$ cat src/rtl/clr_gen.sv
// clr_gen: drives the active-high asynchronous clear lines of downstream flops.
// All clears assert at once when notCLR falls. Release is synchronised to C,
// waits out a hold period, then drops the clear lines one at a time in index
// order. A four-phase SREQ/SACK handshake re-runs the sequence from software.
module clr_gen #(
  parameter int N_OUT       = 4,
  parameter int SYNC_STAGES = 2,
  parameter int HOLD_CYCLES = 16,
  parameter int STAGE_GAP   = 4
) (
  input  logic             C,
  input  logic             notCLR,
  input  logic             SREQ,
  output logic             SACK,
  output logic [N_OUT-1:0] CLR_OUT,
  output logic             READY
);

  // The counter is shared by HOLD and RELEASE, so it is sized for the longer
  // of the two periods. It is reset at its terminal value and never wraps.
  localparam int CNT_MAX = (HOLD_CYCLES > STAGE_GAP) ? HOLD_CYCLES : STAGE_GAP;
  localparam int CW      = (CNT_MAX > 1) ? $clog2(CNT_MAX) : 1;
  localparam logic [CW-1:0] HOLD_LAST = CW'(HOLD_CYCLES - 1);
  localparam logic [CW-1:0] GAP_LAST  = CW'(STAGE_GAP - 1);

  typedef enum logic [2:0] {
    ST_ASSERT,
    ST_HOLD,
    ST_RELEASE,
    ST_RUN,
    ST_SOFT
  } state_t;

  state_t             state_reg, state_next;
  logic [CW-1:0]      cnt_reg, cnt_next;
  logic [N_OUT-1:0]   clr_reg, clr_next;
  logic               ready_reg, ready_next;
  logic               sack_reg, sack_next;
  logic [SYNC_STAGES-1:0] sync_reg;
  logic               sync_rel;
  logic [N_OUT-1:0]   clr_shift;

  // Deassertion synchroniser: clears at once with notCLR and shifts in ones
  // afterwards, so the release seen by the FSM is aligned to C.
  always_ff @(posedge C or negedge notCLR) begin
    if (!notCLR) begin
      sync_reg <= '0;
    end else begin
      sync_reg <= {sync_reg[SYNC_STAGES-2:0], 1'b1};
    end
  end

  assign sync_rel = sync_reg[SYNC_STAGES-1];

  // Shifting the clear vector left drops the lowest still-set bit. Because
  // the vector is always a contiguous run of ones at the top, this enforces
  // index-ordered release. A zero result means the last bit has just gone.
  assign clr_shift = clr_reg << 1;

  // State, counter and registered outputs; notCLR forces the asserted state.
  always_ff @(posedge C or negedge notCLR) begin
    if (!notCLR) begin
      state_reg <= ST_ASSERT;
      cnt_reg   <= '0;
      clr_reg   <= '1;
      ready_reg <= 1'b0;
      sack_reg  <= 1'b0;
    end else begin
      state_reg <= state_next;
      cnt_reg   <= cnt_next;
      clr_reg   <= clr_next;
      ready_reg <= ready_next;
      sack_reg  <= sack_next;
    end
  end

  // Next-state and next-output logic for the release/soft-reset sequence.
  always_comb begin
    state_next = state_reg;
    cnt_next   = cnt_reg;
    clr_next   = clr_reg;
    ready_next = ready_reg;
    sack_next  = sack_reg;
    case (state_reg)
      ST_ASSERT: begin
        if (sync_rel) begin
          state_next = ST_HOLD;
          cnt_next   = '0;
        end
      end
      ST_HOLD: begin
        if (cnt_reg == HOLD_LAST) begin
          cnt_next = '0;
          clr_next = clr_shift;
          if (clr_shift == '0) begin
            // Single-output build: bit 0 was the last one.
            state_next = ST_RUN;
            ready_next = 1'b1;
          end else begin
            state_next = ST_RELEASE;
          end
        end else begin
          cnt_next = cnt_reg + 1'b1;
        end
      end
      ST_RELEASE: begin
        if (cnt_reg == GAP_LAST) begin
          cnt_next = '0;
          clr_next = clr_shift;
          if (clr_shift == '0) begin
            state_next = ST_RUN;
            ready_next = 1'b1;
          end
        end else begin
          cnt_next = cnt_reg + 1'b1;
        end
      end
      ST_RUN: begin
        if (SREQ) begin
          state_next = ST_SOFT;
          clr_next   = '1;
          ready_next = 1'b0;
          sack_next  = 1'b1;
        end
      end
      ST_SOFT: begin
        if (!SREQ) begin
          state_next = ST_HOLD;
          cnt_next   = '0;
          sack_next  = 1'b0;
        end
      end
      default: begin
        state_next = ST_ASSERT;
        cnt_next   = '0;
        clr_next   = '1;
        ready_next = 1'b0;
        sack_next  = 1'b0;
      end
    endcase
  end

  assign CLR_OUT = clr_reg;
  assign READY   = ready_reg;
  assign SACK    = sack_reg;

endmodule
$ cat config.mk
export PLATFORM = sky130hd
export DESIGN_NAME = clr_gen
export DESIGN_NICKNAME = d
export VERILOG_FILES = /design/src/rtl/clr_gen.sv
export SDC_FILE = /design/constraint.sdc
export NUM_CORES = 1
export LEC_CHECK = 0
export ABC_CLOCK_PERIOD_IN_PS = 1850
export CAP_MARGIN = 15
export CORE_UTILIZATION = 35
export CTS_BUF_LIST = sky130_fd_sc_hd__clkbuf_4 sky130_fd_sc_hd__clkbuf_8 sky130_fd_sc_hd__clkbuf_16
export DETAILED_ROUTE_END_ITERATION = 7
export GPL_TIMING_DRIVEN = 0
export SLEW_MARGIN = 10
export SYNTH_ARGS = -nofsm -noshare
export SYNTH_HDL_FRONTEND = slang
export SYNTH_SLANG_ARGS = --single-unit
$ cat constraint.sdc
create_clock -name C -period 1.85 [get_ports C]
set_clock_uncertainty 0.05 [all_clocks]
set_input_delay 0.37 -clock C [delete_from_list [all_inputs] [get_ports C]]
set_output_delay 0.37 -clock C [all_outputs]
set_load 0.01 [all_outputs]
# Yosys cells after proc, flatten, opt, wreduce, memory -nomap -nowiden
# Index checks and enable logic that the tools add are counted.
[op_classes]
n_addsub = 1
eq_ne = 12
mux = 25
n_bitwise = 3
n_reduce_logical = 8
[op_table]
columns = ["operator", "count"]
rows = [
  ["4-bit two-way mux", 7],
  ["4-bit one-hot mux with 5 select lines", 1],
  ["3-bit two-way mux", 6],
  ["4-bit one-hot mux with 4 select lines", 1],
  ["3-bit one-hot mux with 5 select lines", 1],
  ["2-bit != test (second input constant)", 6],
  ["1-bit two-way mux", 7],
  ["3-bit by 2-bit equality test with 1-bit output (second input constant)", 2],
  ["3-bit AND reduction", 2],
  ["6-bit AND reduction", 1],
  ["4-bit by 1-bit adder with 4-bit output (second input constant)", 1],
  ["4-bit by 2-bit equality test with 1-bit output (second input constant)", 1],
  ["4-bit equality test (second input constant)", 1],
  ["4-bit zero test", 1],
  ["1-bit one-hot mux with 4 select lines", 1],
  ["4-bit AND reduction", 1],
  ["3-bit by 1-bit equality test with 1-bit output (second input constant)", 1],
  ["3-bit equality test (second input constant)", 1],
  ["3-bit zero test", 1],
  ["1-bit NOT", 3],
  ["1-bit one-hot mux with 3 select lines", 1],
  ["3-bit OR reduction", 1],
  ["2-bit OR reduction", 1],
]
[word_totals]
reg_bits = 15
inputBits = 3
wordCells = 55

# Depth between registers and ports, before layout
# Gate-level depths: netlist (run 1).
[logic_depth]
ltp_word = 4
depth_mapped = 5
ltp_nobuf = 5

# Worst setup path before layout (run 1)
# No wires, ideal clock.
[synth_timing]
path_kind = "reg2reg"
from = "reg cnt_reg[0]"
to = "reg clr_reg[0] (netlist: CLR_OUT[0])"
setup_ns = 0.082
arrival_ns = 1.469
slack_ns = 0.248
path_stages_with_launch = 6
synth_period_minus_slack_ns = 1.602
path_cell_list = "dfrtp_1 ha_1 nor3b_2 o31a_1 o21ai_2 mux2_2"
[synth_via]
elab_chain_len = 3
[synth_rtl]
columns = ["item", "line_no", "source"]
rows = [
  ["start, declared", "35", "logic [CW-1:0] cnt_reg, cnt_next;"],
  ["start signal, assigned", "70", "cnt_reg <= cnt_next;"],
  ["4-bit by 2-bit equality test with 1-bit output / 4-bit equality test (equally long branches)", "107, 92", ""],
  ["2-bit != test (no source line)", "-", ""],
  ["4-bit AND reduction (no source line) (*)", "-", ""],
  ["end signal, assigned", "71", "clr_reg <= clr_next;"],
  ["end, declared", "36", "logic [N_OUT-1:0] clr_reg, clr_next;"],
]
# Every way passes the cells marked *; elsewhere a longest branch is shown, timed or not.
# A chain may end at the register's enable or synchronous reset.

# Worst setup path in the final report (run 1)
[layout_timing]
from = "reg clr_reg[2] (netlist: CLR_OUT[2])"
to = "out CLR_OUT[2]"
[layout_lines]
columns = ["item", "line_no", "source"]
rows = [
  ["end, declared", "15", "output logic [N_OUT-1:0] CLR_OUT,"],
]
# No word-level cell between the ends.

==> insert_results.sql, run 1 <==
INSERT INTO impl_metrics (metric_group, metric, value, unit) VALUES
('status', 'outcome', 'finished clean', ''),
('clock_network', 'cts_buffers', '3', ''),
('floorplan', 'die-area', '2620', 'um^2'),
('place', 'last_weighted_congestion_value_of_the_routability_driven_placer', '0.753', ''),
('clock_network', 'clock_tree.buffer_depth', '2', ''),
('synthesis', 'synth_top_cells_by_area', 'sky130_fd_sc_hd__dfrtp_1, sky130_fd_sc_hd__dfstp_2, sky130_fd_sc_hd__mux2_2, sky130_fd_sc_hd__nand2b_1, sky130_fd_sc_hd__nand3_1', ''),
('finish', 'count_of_inserted_antenna_diode_cells', '0', ''),
('setup_path', 'worst-endpoint-arrival', '1.39', 'ns'),
('timing', 'clock.fmax', '0.553', 'GHz'),
('route', 'wl_per_cell', '13.8', 'um'),
('clock_network', 'worst_setup_hold_path_clk_slew', '0.09', 'ns'),
('route', 'number_of_vias_per_cell', '5.37', ''),
('timing', 'rsz0062_at_grt', 'no', ''),
('finish', 'finalNetCount', '98', ''),
('timing', 'final_sum_of_negative_setup_slack', '0', 'ns'),
('setup_path', 'critPathCaptureType', 'output pin', ''),
('global_routing', 'grt_first_pass_wirelength', '2.84', 'mm'),
('floorplan', 'floorplan.initialDensity', '37.6', '%'),
('setup_path', 'buffering_stage_count_on_the_worst_path_with_inverters_included', '1', ''),
('timing', 'setup_ws', '0.0422', 'ns'),
('route', 'first_pass_iters', '4', ''),
('setup_path', 'crit_path_start_kind', 'flop', ''),
('timing', 'final_period_minus_worst_setup_slack', '1.81', 'ns'),
('timing', 'final_min_period_over_clock_period', '97.7', '%'),
('synthesis', 'synthesis.instances', '82', ''),
('synthesis', 'syn_avg_cell_area', '10.3', 'um^2'),
('route', 'remaining_drc_errors', '0', ''),
('floorplan', 'fp.coreArea', '2250', 'um^2'),
('setup_path', 'crit_chain', 'clkdlybuf4s50_1', ''),
('hold_path', 'hold_class', 'flop to flop', ''),
('timing', 'worst_hold_slack', '0.302', 'ns'),
('clock_network', 'clk-insertion-delay-late', '0.29', 'ns'),
('synthesis', 'number_of_warnings_issued_by_yosys', '0', ''),
('place', 'place_ws', '0.0941', 'ns'),
('place', 'dp.final_hpwl', '1.18', 'mm'),
('route', 'detail-route-antenna-nets', '0', ''),
('synthesis', 'area_share_of_the_leading_cell_type_in_the_synthesized_netlist', '32.4', '%'),
('floorplan', 'ioPinCount', '9', ''),
('power', 'vdd_ir_drop_max', '0.707', 'mV'),
('finish', 'drive_gt1_share', '24.7', '%'),
('floorplan', 'std_cell_rows', '17', ''),
('floorplan', 'floorplan.die.height', '51.2', 'um'),
('global_routing', 'grt_max_degree', '16', ''),
('finish', 'finalNonFillerCells', '121', ''),
('setup_path', 'slowest_delay', '0.56', 'ns'),
('global_routing', 'grt_antenna_before_repair', '0', ''),
('global_routing', 'global_route.overflow_total', '0', ''),
('clock_network', 'cts-root-buf', 'sky130_fd_sc_hd__clkbuf_4', ''),
('route', 'via_count', '650', ''),
('setup_path', 'cp_data_required_time', '1.43', 'ns'),
('setup_path', 'crit_family', 'flip-flops', ''),
('place', 'placed_cells', '117', ''),
('synthesis', 'yosys_top_cell_by_area', 'sky130_fd_sc_hd__dfrtp_1', ''),
('setup_path', 'largest_fanout_of_any_net_on_the_critical_path', '4', ''),
('timing', 'slew_violations', '0', ''),
('setup_path', 'cp_slowest_cell', 'sky130_fd_sc_hd__dfstp_2', ''),
('floorplan', 'die_w', '51.2', 'um'),
('clock_network', 'post_cts_hold_buffer_count', '0', ''),
('global_routing', 'number_of_global_route_vias_before_repair', '625', ''),
('power', 'p_leak', '0.393', 'nW'),
('synthesis', 'syn-cell-area', '848', 'um^2'),
('timing', 'hold_viol_final', '0', ''),
('synthesis', 'number_of_flip_flops_and_latches_in_the_synthesized_netlist', '15', ''),
('timing', 'worstMarginPinSlew', '0.685', 'ns'),
('synthesis', 'synth.yosys.seq_area_share', '44.8', '%'),
('place', 'port_buffers', '7', ''),
('finish', 'post-route-util', '43.6', '%'),
('finish', 'final_cell_area', '983', 'um^2'),
('synthesis', 'syn_nets', '86', ''),
('synthesis', 'synth_ff_type', 'sky130_fd_sc_hd__dfrtp_1', ''),
('place', 'post_dp_cell_area', '953', 'um^2');
[worst register-to-register path: cells and delay by family (launching register included)]
family / cells / cell delay, ns
AO/OA/AOI/OAI: 2 / 0.43
adder cells (fa/ha/maj): 1 / 0.21
flip-flops: 1 / 0.40
multiplexers: 1 / 0.32
AND/OR/NAND/NOR: 1 / 0.25
[synthesized netlist by cell type (2+ instances only)]
master,count
sky130_fd_sc_hd__dfrtp_1,11
sky130_fd_sc_hd__nand2_1,5
sky130_fd_sc_hd__nand2b_1,5
sky130_fd_sc_hd__nand3_1,5
sky130_fd_sc_hd__dfstp_2,4
sky130_fd_sc_hd__inv_1,4
sky130_fd_sc_hd__mux2_2,4
sky130_fd_sc_hd__nor2_1,4
sky130_fd_sc_hd__o21ai_0,4
sky130_fd_sc_hd__a21oi_1,3
sky130_fd_sc_hd__nor3_1,3
sky130_fd_sc_hd__a31oi_1,2
sky130_fd_sc_hd__clkbuf_1,2
sky130_fd_sc_hd__nor2b_1,2
[metal layers]
metal | up-vias | share of wire (%) | global-route usage (%)
li1 | 318 | - | -
met1 | 316 | 46 | 17.3
met2 | 13 | 48 | 25.2
met3 | 3 | 4.7 | 5.95
met4 | 0 | 1.0 | 4.05
met5 | - | 0 | 0
[cells by family after synthesis]
family	after synthesis	synth area share [%]
flops	15	44.8
fa+ha+maj	1	1.47
compound gates	22	21.5
mux	6	8.26
simple gates	29	19.3
other cells	1	0.442
buf+inv	8	4.13
[cell usage in the layout, fill, tap and decap left out, drive strengths merged, types with 2 or more instances in the layout]
| cell type | count |
|---|---|
| dfrtp | 11 |
| clkdlybuf4s50 | 7 |
| clkbuf | 6 |
| nand2b | 5 |
| nand2 | 5 |
| nand3 | 5 |
| mux2 | 5 |
| o21ai | 5 |
| dfstp | 4 |
| inv | 4 |
| nor2 | 4 |
| a21oi | 3 |
| nor3 | 3 |
| nor2b | 2 |
| a31oi | 2 |
| buf | 2 |
| a2bb2oi | 2 |
| nor3b | 2 |
[path summary, 6_finish.rpt]
| check | from | to | slack, ns | cells after the start |
|---|---|---|---|---|
| max | CLR_OUT[2]$_DFFE_PN1P_ | CLR_OUT[2] | 0.04 | 1 |
| min | sync_reg[0]$_DFF_PN0_ | sync_reg[1]$_DFF_PN0_ | 0.30 | 0 |
| max reg2reg | cnt_reg[0]$_DFFE_PN0P_ | state_reg[1]$_DFFE_PN0P_ | 0.09 | 5 |
| min reg2reg | sync_reg[0]$_DFF_PN0_ | sync_reg[1]$_DFF_PN0_ | 0.30 | 0 |
| max in group asynchronous | notCLR | READY$_DFFE_PN0P_ | 0.88 | 1 |
| min in group asynchronous | notCLR | cnt_reg[3]$_DFFE_PN0P_ | 0.44 | 1 |
[final cells by class]
| class | instances | area [um^2] |
|---|---|---|
| well taps | 28 | 35.0 |
| flip-flops and latches | 15 | 380 |
| inverters | 4 | 15.0 |
| fillers | 238 | 1270 |
| repair buffers | 7 | 70.1 |
| multi-input cells | 59 | 433 |
| clock buffers | 4 | 30.0 |
| plain buffers | 4 | 20.0 |
[power breakdown]
part,internal [mW],total [mW],switching [mW]
clock,0.0987,0.206,0.107
sequential,0.465,0.583,0.118
combinational,0.441,0.882,0.441
No activity file was read; power rests on OpenSTA's default activity.
==> run 2, diff against run 1 <==
--- a/config.mk
+++ b/config.mk
@@ -11,6 +11,7 @@
 export CTS_BUF_LIST = sky130_fd_sc_hd__clkbuf_4 sky130_fd_sc_hd__clkbuf_8 sky130_fd_sc_hd__clkbuf_16
 export DETAILED_ROUTE_END_ITERATION = 7
 export GPL_TIMING_DRIVEN = 0
+export PLACE_DENSITY = 0.61
 export SLEW_MARGIN = 10
 export SYNTH_ARGS = -nofsm -noshare
 export SYNTH_HDL_FRONTEND = slang
==> insert_results.sql, run 2 (synthesis gave the netlist of run 1 again) <==
INSERT INTO impl_metrics (metric_group, metric, value, unit) VALUES
('setup_path', 'crit_type', 'flop to output pin', ''),
('timing', 'final_min_period_over_clock_period', '97.3', '%'),
('route', 'detail_route.wirelength', '1.55', 'mm'),
('setup_path', 'critPathCaptureType', 'output pin', ''),
('timing', 'slew_violations', '0', ''),
('flow_run', 'max_cap_viol_count', '0', ''),
('finish', 'mostFrequentLayoutCells', 'sky130_fd_sc_hd__dfrtp_1, sky130_fd_sc_hd__clkdlybuf4s50_1, sky130_fd_sc_hd__nand2b_1, sky130_fd_sc_hd__nand2_1, sky130_fd_sc_hd__nand3_1', ''),
('setup_path', 'crit_path_start_kind', 'flop', ''),
('status', 'outcome', 'finished clean', ''),
('power', 'power_density_over_the_cells', '1680', 'nW/um^2'),
('route', 'wl_per_cell', '12.8', 'um'),
('setup_path', 'largest_fanout_of_any_net_on_the_critical_path', '4', ''),
('finish', 'n_fill_cell', '235', ''),
('clock_network', 'clk-insertion-delay-late', '0.28', 'ns'),
('clock_network', 'tritoncts', 'done', ''),
('timing', 'worst_hold_slack', '0.311', 'ns'),
('finish', 'drive_gt1_share', '24.7', '%'),
('hold_path', 'timing.hold.worst.start', 'sync_reg[0]$_DFF_PN0_', ''),
('route', 'via_count', '646', ''),
('global_routing', 'grt_antenna_before_repair', '0', ''),
('finish', 'finalNonFillerCells', '121', ''),
('route', 'detail-route-antenna-nets', '0', ''),
('global_routing', 'number_of_global_route_vias_before_repair', '588', ''),
('floorplan', 'floorplan.initialDensity', '37.6', '%'),
('floorplan', 'die_w', '51.2', 'um'),
('global_routing', 'grt.total_usage', '13.8', '%'),
('setup_path', 'cp_data_required_time', '1.43', 'ns'),
('route', 'number_of_vias_per_cell', '5.34', ''),
('clock_network', 'cts_max_level', '1', ''),
('timing', 'worstMarginPinSlew', '0.675', 'ns'),
('timing', 'worst_max_slew_margin_expressed_relative_to_the_limit', '54.9', '%'),
('timing', 'rsz0062_at_grt', 'no', ''),
('setup_path', 'crit_chain', 'clkdlybuf4s50_1', ''),
('timing', 'final_period_minus_worst_setup_slack', '1.80', 'ns'),
('place', 'last_weighted_congestion_value_of_the_routability_driven_placer', '0.746', ''),
('place', 'port_buffers', '7', ''),
('finish', 'area_delta_synth_final', '16.7', '%'),
('timing', 'setup_ws', '0.0507', 'ns'),
('clock_network', 'cts.sink_count', '15', ''),
('global_routing', 'global_route.overflow_total', '0', ''),
('power', 'p_leak', '0.391', 'nW'),
('setup_path', 'buffering_stage_count_on_the_worst_path_with_inverters_included', '1', ''),
('route', 'detailedRoute.firstIterationViolations', '14', ''),
('place', 'placed_cells', '117', ''),
('setup_path', 'slowest_delay', '0.56', 'ns'),
('setup_path', 'worst-endpoint-arrival', '1.38', 'ns'),
('setup_path', 'crit_family', 'flip-flops', ''),
('timing', 'hold_viol_final', '0', ''),
('finish', 'layout.area.seq', '380', 'um^2'),
('finish', 'most_common_cell_after_layout_fill_and_taps_aside', 'sky130_fd_sc_hd__dfrtp_1', ''),
('finish', 'multiInputGateArea', '439', 'um^2'),
('route', 'first_pass_iters', '4', ''),
('clock_network', 'worst_setup_hold_path_clk_slew', '0.08', 'ns'),
('timing', 'final_sum_of_negative_setup_slack', '0', 'ns'),
('floorplan', 'fp.coreArea', '2250', 'um^2'),
('hold_path', 'hold_class', 'flop to flop', ''),
('clock_network', 'cts-root-buf', 'sky130_fd_sc_hd__clkbuf_4', ''),
('place', 'place_ws', '0.0956', 'ns'),
('global_routing', 'grt_max_degree', '16', ''),
('floorplan', 'die-area', '2620', 'um^2'),
('timing', 'clock.fmax', '0.556', 'GHz'),
('floorplan', 'ioPinCount', '9', ''),
('finish', 'count_of_inserted_antenna_diode_cells', '0', ''),
('timing', 'setup_viol', '0', ''),
('clock_network', 'clock_tree.buffer_depth', '2', ''),
('global_routing', 'grt_first_pass_wirelength', '2.58', 'mm'),
('clock_network', 'cts_buffers', '3', ''),
('setup_path', 'timing.rr.start', 'cnt_reg[0]$_DFFE_PN0P_', ''),
('clock_network', 'cts_setup_buffers', '0', ''),
('power', 'vdd_ir_drop_max', '0.744', 'mV'),
('place', 'dp.final_hpwl', '1.13', 'mm'),
('floorplan', 'floorplan.die.height', '51.2', 'um'),
('setup_path', 'cp_slowest_cell', 'sky130_fd_sc_hd__dfstp_2', ''),
('setup_path', 'cp_launch_point', 'CLR_OUT[0]$_DFFE_PN1P_', ''),
('finish', 'finalNetCount', '98', ''),
('floorplan', 'std_cell_rows', '17', ''),
('route', 'remaining_drc_errors', '0', '');
[run 2: final cells by class]
type                       instances  share of cell area [%]
inverter                           4                    1.52
tap                               28                    3.54
multi-input combinational         59                    44.4
clock buffer                       4                    3.03
timing repair buffer               7                    7.08
buffer                             4                    2.02
sequential                        15                    38.4
[run 2: per-layer routing]
metal / GRT usage (%) / wire (um) / vias to the layer above
met5: 0 / 0 / -
met1: 17.4 / 744 / 314
met4: 4.05 / 13 / 0
li1: - / - / 320
met3: 5.36 / 57 / 2
met2: 21.7 / 738 / 10
[run 2: final timing paths]
kind                                             to  slack [ns]  depth (start not counted)
setup / recovery                         CLR_OUT[0]        0.05                          1
hold / removal                sync_reg[1]$_DFF_PN0_        0.31                          0
setup reg to reg           state_reg[1]$_DFFE_PN0P_        0.10                          5
hold reg to reg               sync_reg[1]$_DFF_PN0_        0.31                          0
max in group asynchronous         READY$_DFFE_PN0P_        0.88                          1
min in group asynchronous    cnt_reg[3]$_DFFE_PN0P_        0.44                          1
[run 2: per-stage QoR]
step | power (mW) | util [%] | area, um^2
after floorplan | 1.22 | - | 848
after global placement | 1.44 | 42.3 | 953
after detailed placement | 1.46 | 42.3 | 953
after CTS | 1.67 | 43.6 | 983
after global routing | 1.79 | 43.9 | 990
final | 1.66 | 43.9 | 990
[run 2: where the power goes]
part           internal, mW  switching (mW)
clock network        0.0984           0.100
logic                 0.445           0.436
registers             0.465           0.115
total                  1.01           0.651
[run 2: timing repair]
action / 4_1_cts / 5_1_grt
hold buffers: 0 / 0
endpoints found under the setup margin: 0 / 1
resized for setup: 0 / 1
